[src/rtl/uart_rx_to_mem_pkg.sv]
// Shared definitions for the UART-to-matrix-memory loader: frame constants
// and the state encodings of the receiver and loader FSMs.
package uart_rx_to_mem_pkg;

  localparam int   DATA_BITS = 8;
  localparam logic START_BIT = 1'b0;
  localparam logic STOP_BIT  = 1'b1;

  typedef enum logic [1:0] {
    R_IDLE,
    R_START,
    R_DATA,
    R_STOP
  } rx_state_e;

  typedef enum logic [1:0] {
    L_IDLE,
    L_ARMED,
    L_WRITE,
    L_DONE
  } ld_state_e;

endpackage

[src/rtl/uart_rx_to_mem_uart_rx_core.sv]
// 8N1 UART receiver: 2-flop rx synchroniser, mid-bit sampling, one-cycle
// byte_valid / frame_err pulses once the stop bit has been sampled.
module uart_rx_core
  import uart_rx_to_mem_pkg::*;
#(
  parameter int CLKS_PER_BIT = 5208
) (
  input  logic       clk,
  input  logic       rst,
  input  logic       rx_data,
  output logic       byte_valid,
  output logic [7:0] byte_out,
  output logic       frame_err
);

  localparam int            CW       = $clog2(CLKS_PER_BIT);
  localparam logic [CW-1:0] BIT_LAST  = CW'(CLKS_PER_BIT - 1);
  localparam logic [CW-1:0] HALF_LAST = CW'(CLKS_PER_BIT / 2 - 1);
  localparam logic [2:0]    IDX_LAST  = 3'(DATA_BITS - 1);

  logic            rx_meta_q, rx_sync_q;
  rx_state_e       state_q, state_d;
  logic [CW-1:0]   clk_cnt_q, clk_cnt_d;
  logic [2:0]      bit_idx_q, bit_idx_d;
  logic [7:0]      shift_q, shift_d;
  logic            valid_q, valid_d;
  logic            ferr_q, ferr_d;

  // Synchroniser presets to the idle (mark) level so reset never looks like a start bit.
  always_ff @(posedge clk or negedge rst) begin
    if (!rst) begin
      rx_meta_q <= 1'b1;
      rx_sync_q <= 1'b1;
      state_q   <= R_IDLE;
      clk_cnt_q <= '0;
      bit_idx_q <= '0;
      shift_q   <= '0;
      valid_q   <= 1'b0;
      ferr_q    <= 1'b0;
    end else begin
      rx_meta_q <= rx_data;
      rx_sync_q <= rx_meta_q;
      state_q   <= state_d;
      clk_cnt_q <= clk_cnt_d;
      bit_idx_q <= bit_idx_d;
      shift_q   <= shift_d;
      valid_q   <= valid_d;
      ferr_q    <= ferr_d;
    end
  end

  always_comb begin
    state_d   = state_q;
    clk_cnt_d = clk_cnt_q;
    bit_idx_d = bit_idx_q;
    shift_d   = shift_q;
    valid_d   = 1'b0;
    ferr_d    = 1'b0;
    case (state_q)
      R_IDLE: begin
        clk_cnt_d = '0;
        if (rx_sync_q == START_BIT) state_d = R_START;
      end
      R_START: begin
        if (clk_cnt_q == HALF_LAST) begin
          clk_cnt_d = '0;
          bit_idx_d = '0;
          state_d   = (rx_sync_q == START_BIT) ? R_DATA : R_IDLE;
        end else begin
          clk_cnt_d = clk_cnt_q + 1'b1;
        end
      end
      R_DATA: begin
        if (clk_cnt_q == BIT_LAST) begin
          clk_cnt_d = '0;
          // LSB arrives first, so shifting in from the top leaves it at bit 0.
          shift_d   = {rx_sync_q, shift_q[7:1]};
          if (bit_idx_q == IDX_LAST) state_d = R_STOP;
          else bit_idx_d = bit_idx_q + 1'b1;
        end else begin
          clk_cnt_d = clk_cnt_q + 1'b1;
        end
      end
      R_STOP: begin
        if (clk_cnt_q == BIT_LAST) begin
          clk_cnt_d = '0;
          state_d   = R_IDLE;
          if (rx_sync_q == STOP_BIT) valid_d = 1'b1;
          else ferr_d = 1'b1;
        end else begin
          clk_cnt_d = clk_cnt_q + 1'b1;
        end
      end
      default: state_d = R_IDLE;
    endcase
  end

  assign byte_valid = valid_q;
  assign byte_out   = shift_q;
  assign frame_err  = ferr_q;

endmodule

[src/rtl/uart_rx_to_mem.sv]
// Loads a ROW x COLUMN byte matrix from the UART into memory, row-major,
// after a rising edge on load_req; pulses load_done after the last write.
module uart_rx_to_mem
  import uart_rx_to_mem_pkg::*;
#(
  parameter int ROW          = 2,
  parameter int COLUMN       = 2,
  parameter int ADDR_W       = 6,
  parameter int CLKS_PER_BIT = 5208
) (
  input  logic              clk,
  input  logic              rst,
  input  logic              rx_data,
  input  logic              load_req,
  output logic              write,
  output logic [ADDR_W-1:0] write_address,
  output logic [7:0]        write_value,
  output logic              busy,
  output logic              load_done,
  output logic              frame_err
);

  localparam int               CNT_W    = ADDR_W + 1;
  localparam logic [CNT_W-1:0] LAST_CNT = CNT_W'(ROW * COLUMN);

  logic             byte_valid;
  logic [7:0]       byte_out;

  logic             ld_meta_q, ld_sync_q, ld_prev_q;
  logic             arm_edge;
  ld_state_e        state_q, state_d;
  logic [CNT_W-1:0] cnt_q, cnt_d;
  logic [CNT_W-1:0] cnt_inc;
  logic             write_q, write_d;
  logic [ADDR_W-1:0] addr_q, addr_d;
  logic [7:0]       value_q, value_d;
  logic             busy_q, busy_d;
  logic             done_q, done_d;

  uart_rx_core #(
    .CLKS_PER_BIT(CLKS_PER_BIT)
  ) u_rx (
    .clk        (clk),
    .rst        (rst),
    .rx_data    (rx_data),
    .byte_valid (byte_valid),
    .byte_out   (byte_out),
    .frame_err  (frame_err)
  );

  assign arm_edge = ld_sync_q & ~ld_prev_q;
  assign cnt_inc  = cnt_q + 1'b1;

  always_ff @(posedge clk or negedge rst) begin
    if (!rst) begin
      ld_meta_q <= 1'b0;
      ld_sync_q <= 1'b0;
      ld_prev_q <= 1'b0;
      state_q   <= L_IDLE;
      cnt_q     <= '0;
      write_q   <= 1'b0;
      addr_q    <= '0;
      value_q   <= '0;
      busy_q    <= 1'b0;
      done_q    <= 1'b0;
    end else begin
      ld_meta_q <= load_req;
      ld_sync_q <= ld_meta_q;
      ld_prev_q <= ld_sync_q;
      state_q   <= state_d;
      cnt_q     <= cnt_d;
      write_q   <= write_d;
      addr_q    <= addr_d;
      value_q   <= value_d;
      busy_q    <= busy_d;
      done_q    <= done_d;
    end
  end

  // Address and value are registered alongside the strobe so they hold between writes.
  always_comb begin
    state_d = state_q;
    cnt_d   = cnt_q;
    write_d = 1'b0;
    addr_d  = addr_q;
    value_d = value_q;
    busy_d  = busy_q;
    done_d  = 1'b0;
    case (state_q)
      L_IDLE: begin
        if (arm_edge) begin
          state_d = L_ARMED;
          cnt_d   = '0;
          busy_d  = 1'b1;
        end
      end
      L_ARMED: begin
        if (byte_valid) begin
          write_d = 1'b1;
          addr_d  = cnt_q[ADDR_W-1:0];
          value_d = byte_out;
          state_d = L_WRITE;
        end
      end
      L_WRITE: begin
        cnt_d = cnt_inc;
        if (cnt_inc == LAST_CNT) begin
          done_d  = 1'b1;
          state_d = L_DONE;
        end else begin
          state_d = L_ARMED;
        end
      end
      L_DONE: begin
        busy_d  = 1'b0;
        state_d = L_IDLE;
      end
      default: state_d = L_IDLE;
    endcase
  end

  assign write         = write_q;
  assign write_address = addr_q;
  assign write_value   = value_q;
  assign busy          = busy_q;
  assign load_done     = done_q;

endmodule

[config.mk]
export PLATFORM = sky130hd
export DESIGN_NAME = uart_rx_to_mem
export DESIGN_NICKNAME = d
export VERILOG_FILES = /design/src/rtl/uart_rx_to_mem_pkg.sv /design/src/rtl/uart_rx_to_mem_uart_rx_core.sv /design/src/rtl/uart_rx_to_mem.sv
export SDC_FILE = /design/constraint.sdc
export NUM_CORES = 1
export LEC_CHECK = 0
export ABC_AREA = 1
export CAP_MARGIN = 20
export CORE_ASPECT_RATIO = 1.25
export CORE_UTILIZATION = 29
export DETAILED_ROUTE_END_ITERATION = 10
export PLACE_DENSITY = 0.51
export SYNTH_ARGS = -nofsm -noshare
export SYNTH_HDL_FRONTEND = slang
export SYNTH_HIERARCHICAL = 1
export SYNTH_SLANG_ARGS = --single-unit
[constraint.sdc]
create_clock -name clk -period 1.5 [get_ports clk]
set_input_delay 0.3 -clock clk [delete_from_list [all_inputs] [get_ports clk]]
set_output_delay 0.3 -clock clk [all_outputs]
set_load 0.005 [all_outputs]
==> results of run 1 <==
-- metrics by stage --
stage | cells | area (µm²) | hold slack [ns] | util (%)
finish | 487 | 3650 | 0.346 | 40.0
global route | 487 | 3650 | 0.353 | 40.0
CTS | 482 | 3520 | 0.349 | 38.6
detailed placement | 465 | 3160 | 0.237 | 34.6
global placement | 465 | 3160 | 0.224 | 34.6
floorplan | 312 | 2720 | 0.00441 | -
-- logic make-up after synthesis --
group | after synthesis
adders and majority gates | 4
buffers and inverters | 45
xor gates and xnor gates | 2
DFF | 59
AOI/OAI and AO/OA | 34
and+or+nand+nor | 168
-- worst paths after layout --
| check | endpoint | slack [ns] | cells after the start |
|---|---|---|---|
| setup / recovery | frame_err | 0.02 | 1 |
| hold / removal | ld_sync_q$_DFF_PN0_ | 0.35 | 0 |
| setup reg to reg | u_rx/byte_out[7]$_DFFE_PN0P_ | 0.05 | 8 |
| hold reg to reg | ld_sync_q$_DFF_PN0_ | 0.35 | 0 |
| max in group asynchronous | u_rx/rx_sync_q$_DFF_PN1_ | 0.56 | 3 |
| min in group asynchronous | write_address[2]$_DFFE_PN0P_ | 0.42 | 2 |
-- power breakdown --
| group | total, mW | internal (mW) | switching, mW |
|---|---|---|---|
| Sequential | 1.74 | 1.67 | 0.0718 |
| Clock | 2.34 | 1.66 | 0.683 |
| Combinational | 0.309 | 0.110 | 0.198 |
| Total | 4.40 | 3.44 | 0.953 |
-- area by class of cell --
class | count | share of cell area (%)
Clock inverter | 5 | 2.75
Multi-Input combinational cell | 208 | 30.2
Tap cell | 123 | 4.22
Sequential cell | 59 | 40.6
Inverter | 42 | 4.67
Timing Repair Buffer | 39 | 10.9
Clock buffer | 11 | 6.66
-- metal layers --
metal  vias to the layer above  GRT usage, %  part of all wire, %
li1                       1080             -                    -
met1                       980          14.4                   45
met4                         0          6.57                  1.6
met3                         7          2.68                  2.8
met2                        26          20.1                   50
met5                         -             0                    0
-- flip-flops by register name (all words and copies together) (netlist names), 2 cells and up, named ones only --
signal	flops
write_address	6
cnt_q	7
u_rx/byte_out	8
u_rx/clk_cnt_q	13
state_q	2
u_rx/bit_idx_q	3
write_value	8
-- timing repair --
action                                 in CTS  in global routing
gates resized for setup                     2                 26
pin swaps                                   0                  5
buffers inserted                            0                  5
endpoints found under the hold margin      11                  0
setup endpoints to repair                   2                 32
hold buffers                                1                  0
-- cell usage in the layout, fill, tap and decap left out, types with 3 or more instances in the layout --
cell type,count
bufinv_16,3
clkbuf_16,9
inv_2,7
nor2_2,10
o21ai_1,6
nand2_1,100
inv_1,34
nor2_1,18
o21ai_0,10
nand3_2,5
buf_4,14
nor3_2,3
nor3_1,4
nand2_2,4
ha_1,3
dfrtp_1,56
dlymetal6s2s_1,10
clkdlybuf4s50_1,10
nand3_1,12
a21oi_1,5
o21ai_2,7
==> metrics.md, run 1 <==
| Metric | Value |
|---|---|
| Net Count, Synth | `320` |
| First-pass GRT wire length | `8.83 mm` |
| Reg2reg start | `u_rx/clk_cnt_q[0]$_DFF_PN0_` |
| Crit-path cells | `clkdlybuf4s50_1` |
| Initial Utilization | `29.8%` |
| HP Class | `flip-flop to flip-flop` |
| Fmax achieved | `678 MHz` |
| Dominant cell type by area after synthesis | `dfrtp_1` |
| Leakage | `1.94 nW` |
| Clk sink count | `59` |
| Largest net degree at the start of global routing | `29` |
| Worst setup path startpoint | `u_rx/frame_err$_DFF_PN0_` |
| CTS Buffer Depth | `2` |
| Clock Latency Late Sink | `0.32 ns` |
| Worst Max-Slew Pin Slew | `0.373 ns` |
| Site row count | `39` |
| P&R area growth vs syn | `34.0%` |
| Via density | `4.30` |
| Yosys warns | `6` |
| Mux cell area share after synthesis | `0%` |
| Clock slew at reported path FFs | `0.05 ns` |
| RSZ-0062 raised after global routing | `true` |
| Cell variety after synth | `32` |
| Iteration-0 DRC count of the detailed router | `92` |
| I/O pin total | `22` |
| Vias in the first global route | `2000` |
| Hold Vio Cnt, Final | `0` |
| Largest cells by area after synthesis | `dfrtp_1 52%, nand2_1 14%, inv_1 4.7%` |
| Final period util | `98.3%` |
| Post-Place Setup Slack | `0.00442 ns` |
| Pwr/cell area | `1210 nW/µm²` |
| H-Tree Depth | `3` |
| Largest family of logic cells by synthesized area | `simple AND/OR/NAND/NOR gates` |
| Post-synthesis compound-gate area fraction | `7.50%` |
| Run status | `complete, no violations` |
| Die footprint | `9770 µm²` |
| Drt pass-1 iters | `4` |
| Core region area | `9130 µm²` |
| CP startpoint kind | `flip-flop` |
| Total grt overflow | `0` |
| Routed Antenna Nets | `0` |
| Total Nets Final | `367` |
| Worst path bufs/invs | `1` |
| Critical path required time | `1.20 ns` |
| Area of the multi-input gates | `1100 µm²` |
| Synth Area in Simple Gates | `28.4%` |
| Vias post-DR | `2093` |
| Initial antenna violation count | `0` |
| Synth async-reset ratio | `100%` |
| Fin Clk Skew | `0.0100 ns` |
| CTS tree | `yes` |
| Slowest stage cell on the critical path | `clkdlybuf4s50_1` |
| Slew Limit Fails | `0` |
| CP delay by family, top | `buffers and inverters` |
| Top cells by count, synth | `103 x nand2_1, 57 x dfrtp_1, 34 x inv_1` |
| Fill cells | `927` |
| Critical hold path startpoint | `ld_meta_q$_DFF_PN0_` |
| Total Wirelength | `5.27 mm` |
| RD Place Congestion | `0.794` |
| Layout cells sized above 1 | `22.5%` |
| CP Capture Type | `primary output` |
| Post-synth EDFFs | `0` |
| CP max stage delay | `0.51 ns` |
| VDD IR max | `594 µV` |
| Avg Inst Size Synth | `8.72 µm²` |
| Final setup violation count | `0` |
| Drt drc | `0` |
| Die W | `88.6 µm` |
| Synth Area in XOR/XNOR | `0.644%` |
| Seq/Total Area, Yosys | `54.4%` |
| Yosys top cell area share | `52.4%` |
| Antenna cell count | `0` |
| Main synth FF type | `dfrtp_1` |
| Total CTS buffers | `9` |
| Die Y-Extent | `110 µm` |
| Setup_tns | `0 ns` |
| Max Cap Viol | `0` |
| Min Tclk post-route | `1.48 ns` |
| Total Routing Usage GR | `12.1%` |
| Detail-routed net length per standard cell | `10.8 µm` |
| CP arrival | `1.18 ns` |
| Post-Synthesis Cells | `312` |
| Crit Path Max Fanout | `1` |
| Final worst setup slack | `0.0249 ns` |
| IO Port Bufs | `21` |
| Register area | `1480 µm²` |
| Overall power | `4.40 mW` |
| Leading cell type by number of instances after synthesis | `nand2_1` |
| Clk root buf | `clkbuf_16` |
| Mapped Area | `2720 µm²` |
| Worst Setup Path Type | `flip-flop to primary output` |
| HPWL after DPL | `3.76 mm` |
| Slew margin rel. | `75.1%` |
| Adder-Cell Fraction of Synth Area | `1.84%` |
| Yosys reg bits | `59` |
Note: power is estimated with default switching activity, not from simulation.
==> run 2: changes to the inputs <==
--- a/config.mk
+++ b/config.mk
@@ -6,11 +6,11 @@
 export NUM_CORES = 1
 export LEC_CHECK = 0
 export ABC_AREA = 1
-export CAP_MARGIN = 20
 export CORE_ASPECT_RATIO = 1.25
 export CORE_UTILIZATION = 29
 export DETAILED_ROUTE_END_ITERATION = 10
 export PLACE_DENSITY = 0.51
+export SETUP_SLACK_MARGIN = 0.4
 export SYNTH_ARGS = -nofsm -noshare
 export SYNTH_HDL_FRONTEND = slang
 export SYNTH_HIERARCHICAL = 1
==> metrics.md, run 2 (same netlist as run 1, synthesis figures left out) <==
| Metric | Value |
|---|---|
| Crit-path cells | `ha_4 > nand2_4 > buf_4 > nor2_4 > nand2_2 > nor2_4 > nand3_2 > o21ai_1 > a21oi_1` |
| H-Tree Depth | `3` |
| Total CTS buffers | `9` |
| Total Nets Final | `397` |
| Die footprint | `9770 µm²` |
| Slowest stage cell on the critical path | `dfrtp_1` |
| Core region area | `9130 µm²` |
| Initial Utilization | `29.8%` |
| CP delay by family, top | `simple AND/OR/NAND/NOR gates` |
| First-pass GRT wire length | `9.74 mm` |
| Drt pass-1 iters | `4` |
| Fin area | `4090 µm²` |
| VDD IR max | `530 µV` |
| CP Capture Type | `flip-flop` |
| IO Port Bufs | `21` |
| Switching share of power | `26.4%` |
| Antenna cell count | `0` |
| CP arrival | `1.66 ns` |
| Overall power | `4.10 mW` |
| Slew margin rel. | `76.0%` |
| Largest net degree at the start of global routing | `60` |
| Iteration-0 DRC count of the detailed router | `69` |
| Gate power share | `12.9%` |
| Worst path bufs/invs | `1` |
| RD Place Congestion | `0.814` |
| HPWL after DPL | `3.63 mm` |
| Clock Latency Late Sink | `0.32 ns` |
| Final period util | `96.7%` |
| Slew Limit Fails | `0` |
| Via density | `4.45` |
| Vias in the first global route | `2146` |
| Clock slew at reported path FFs | `0.05 ns` |
| Fin Clk Skew | `0.00684 ns` |
| Die W | `88.6 µm` |
| Run status | `complete, no violations` |
| Setup_tns | `0 ns` |
| Die Y-Extent | `110 µm` |
| P&R area growth vs syn | `50.2%` |
| RSZ-0062 raised after global routing | `true` |
| Power Internal | `3.01 mW` |
| Clk sink count | `59` |
| Flop pwr share | `43.3%` |
| Most frequent cells in the layout | `76 x nand2_1, 52 x dfrtp_1, 35 x buf_4` |
| CTS Buffer Depth | `2` |
| Clk root buf | `clkbuf_16` |
| Crit Path Max Fanout | `4` |
| Drt drc | `0` |
| Final setup violation count | `0` |
| Total Wirelength | `6.11 mm` |
| Total Routing Usage GR | `13.0%` |
| Max Cap Viol | `0` |
| Hold Vio Cnt, Final | `0` |
| Vias post-DR | `2302` |
| I/O pin total | `22` |
| Total grt overflow | `0` |
| Max reg flops | `13` |
| Initial antenna violation count | `0` |
| Commonest non-fill, non-tap cell in the layout | `nand2_1` |
| Site row count | `39` |
| Clock Power Share | `43.8%` |
| CTS tree | `yes` |
| Min Tclk post-route | `1.45 ns` |
| CP startpoint kind | `flip-flop` |
| Routed Antenna Nets | `0` |
| Pwr/cell area | `1000 nW/µm²` |
| HP Class | `flip-flop to flip-flop` |
| Area after DPL | `3190 µm²` |
| Switching pwr | `1.08 mW` |
| Worst Setup Path Type | `flip-flop to flip-flop` |
| Most common cell on crit path | `nor2_4` |
| Critical path required time | `1.71 ns` |
| Worst Max-Slew Pin Slew | `0.357 ns` |
| Layout cells sized above 1 | `47.7%` |
| Detail-routed net length per standard cell | `11.8 µm` |
| Leakage | `1.97 nW` |
| Fmax achieved | `690 MHz` |
| CP max stage delay | `0.38 ns` |
| Largest register by flop count | `u_rx/clk_cnt_q` |
[run 2: cell types whose count changed in the layout (fill, tap and decap cells not counted), moves of 10 or more]
cell | before | now
nand2_2 | 4 | 14
buf_4 | 14 | 35
nand2_4 | 2 | 15
nand2_1 | 100 | 76
dlymetal6s2s_1 | 10 | 0
buf_2 | 1 | 19
[run 2: per-layer routing]
layer	GRT usage, %	vias up	wire [µm]
li1	-	1141	-
met1	15.7	1105	2610
met2	21.4	41	3170
met3	2.76	15	188
met4	7.72	0	144
met5	0	-	0
[run 2: power by group through the flow]
stage	Clock, mW	Sequential (mW)	Combinational, mW
3_5_place_dp	0	1.78	0.331
2_1_floorplan	0	1.76	0.205
5_1_grt	1.92	1.78	0.584
3_3_place_gp	0	1.77	0.324
4_1_cts	1.84	1.75	0.467
6_report	1.79	1.77	0.530
[run 2: final timing paths]
check | slack [ns] | depth (start not counted) | from | end
max reg2reg | 0.05 | 9 | u_rx/clk_cnt_q[0]$_DFF_PN0_ | u_rx/clk_cnt_q[10]$_DFF_PN0_
min reg2reg | 0.34 | 0 | ld_meta_q$_DFF_PN0_ | ld_sync_q$_DFF_PN0_
max in group asynchronous | 0.67 | 3 | rst | u_rx/rx_meta_q$_DFF_PN1_
max | 0.05 | 9 | u_rx/clk_cnt_q[0]$_DFF_PN0_ | u_rx/clk_cnt_q[10]$_DFF_PN0_
min | 0.34 | 0 | ld_meta_q$_DFF_PN0_ | ld_sync_q$_DFF_PN0_
min in group asynchronous | 0.52 | 3 | rst | write_address[1]$_DFFE_PN0P_
[run 2: cell type report]
type / instances / area (µm²)
timing repair inverter: 2 / 27.5
multi-input combinational: 208 / 1460
fill: 874 / 5040
clock buffer: 11 / 233
tap: 123 / 154
timing repair buffer: 67 / 509
inverter: 42 / 185
clock inverter: 5 / 30.0
sequential: 59 / 1490
[run 2: worst reg2reg max path: stages, from the launching register on]
cell and delay (ns):
dfrtp_1 0.38, ha_4 0.18, nand2_4 0.07, buf_4 0.14, nor2_4 0.10, nand2_2 0.09
nor2_4 0.13, nand3_2 0.08, o21ai_1 0.12, a21oi_1 0.05
[run 2: repair_timing]
item / 4_1_cts / 5_1_grt
resized for setup: 112 / 79
pin swaps: 11 / 26
endpoints found under the hold margin: 9 / 0
setup buffers: 17 / 15
gates cloned: 1 / 1
endpoints found under the setup margin: 69 / 69
hold buffers: 1 / 0
[run 2: through the flow]
step                      instances  hold WS [ns]  utilization (%)  setup WS, ns
after global placement          466         0.333             34.9        0.0500
after CTS                       501         0.345             40.5        0.0586
after global routing            517         0.356             44.8       -0.0540
after detailed placement        466         0.332             34.9        0.0421
after floorplan                 312       0.00441                -         0.153
final                           517         0.345             44.8        0.0500
==> run 3: changes to the inputs <==
--- a/config.mk
+++ b/config.mk
@@ -11,6 +11,7 @@
 export DETAILED_ROUTE_END_ITERATION = 10
 export PLACE_DENSITY = 0.51
 export SETUP_SLACK_MARGIN = 0.4
+export SLEW_MARGIN = 20
 export SYNTH_ARGS = -nofsm -noshare
 export SYNTH_HDL_FRONTEND = slang
 export SYNTH_HIERARCHICAL = 1
==> results of run 3 <==
The final DEF is identical to that of run 2; final timing and power are the same.
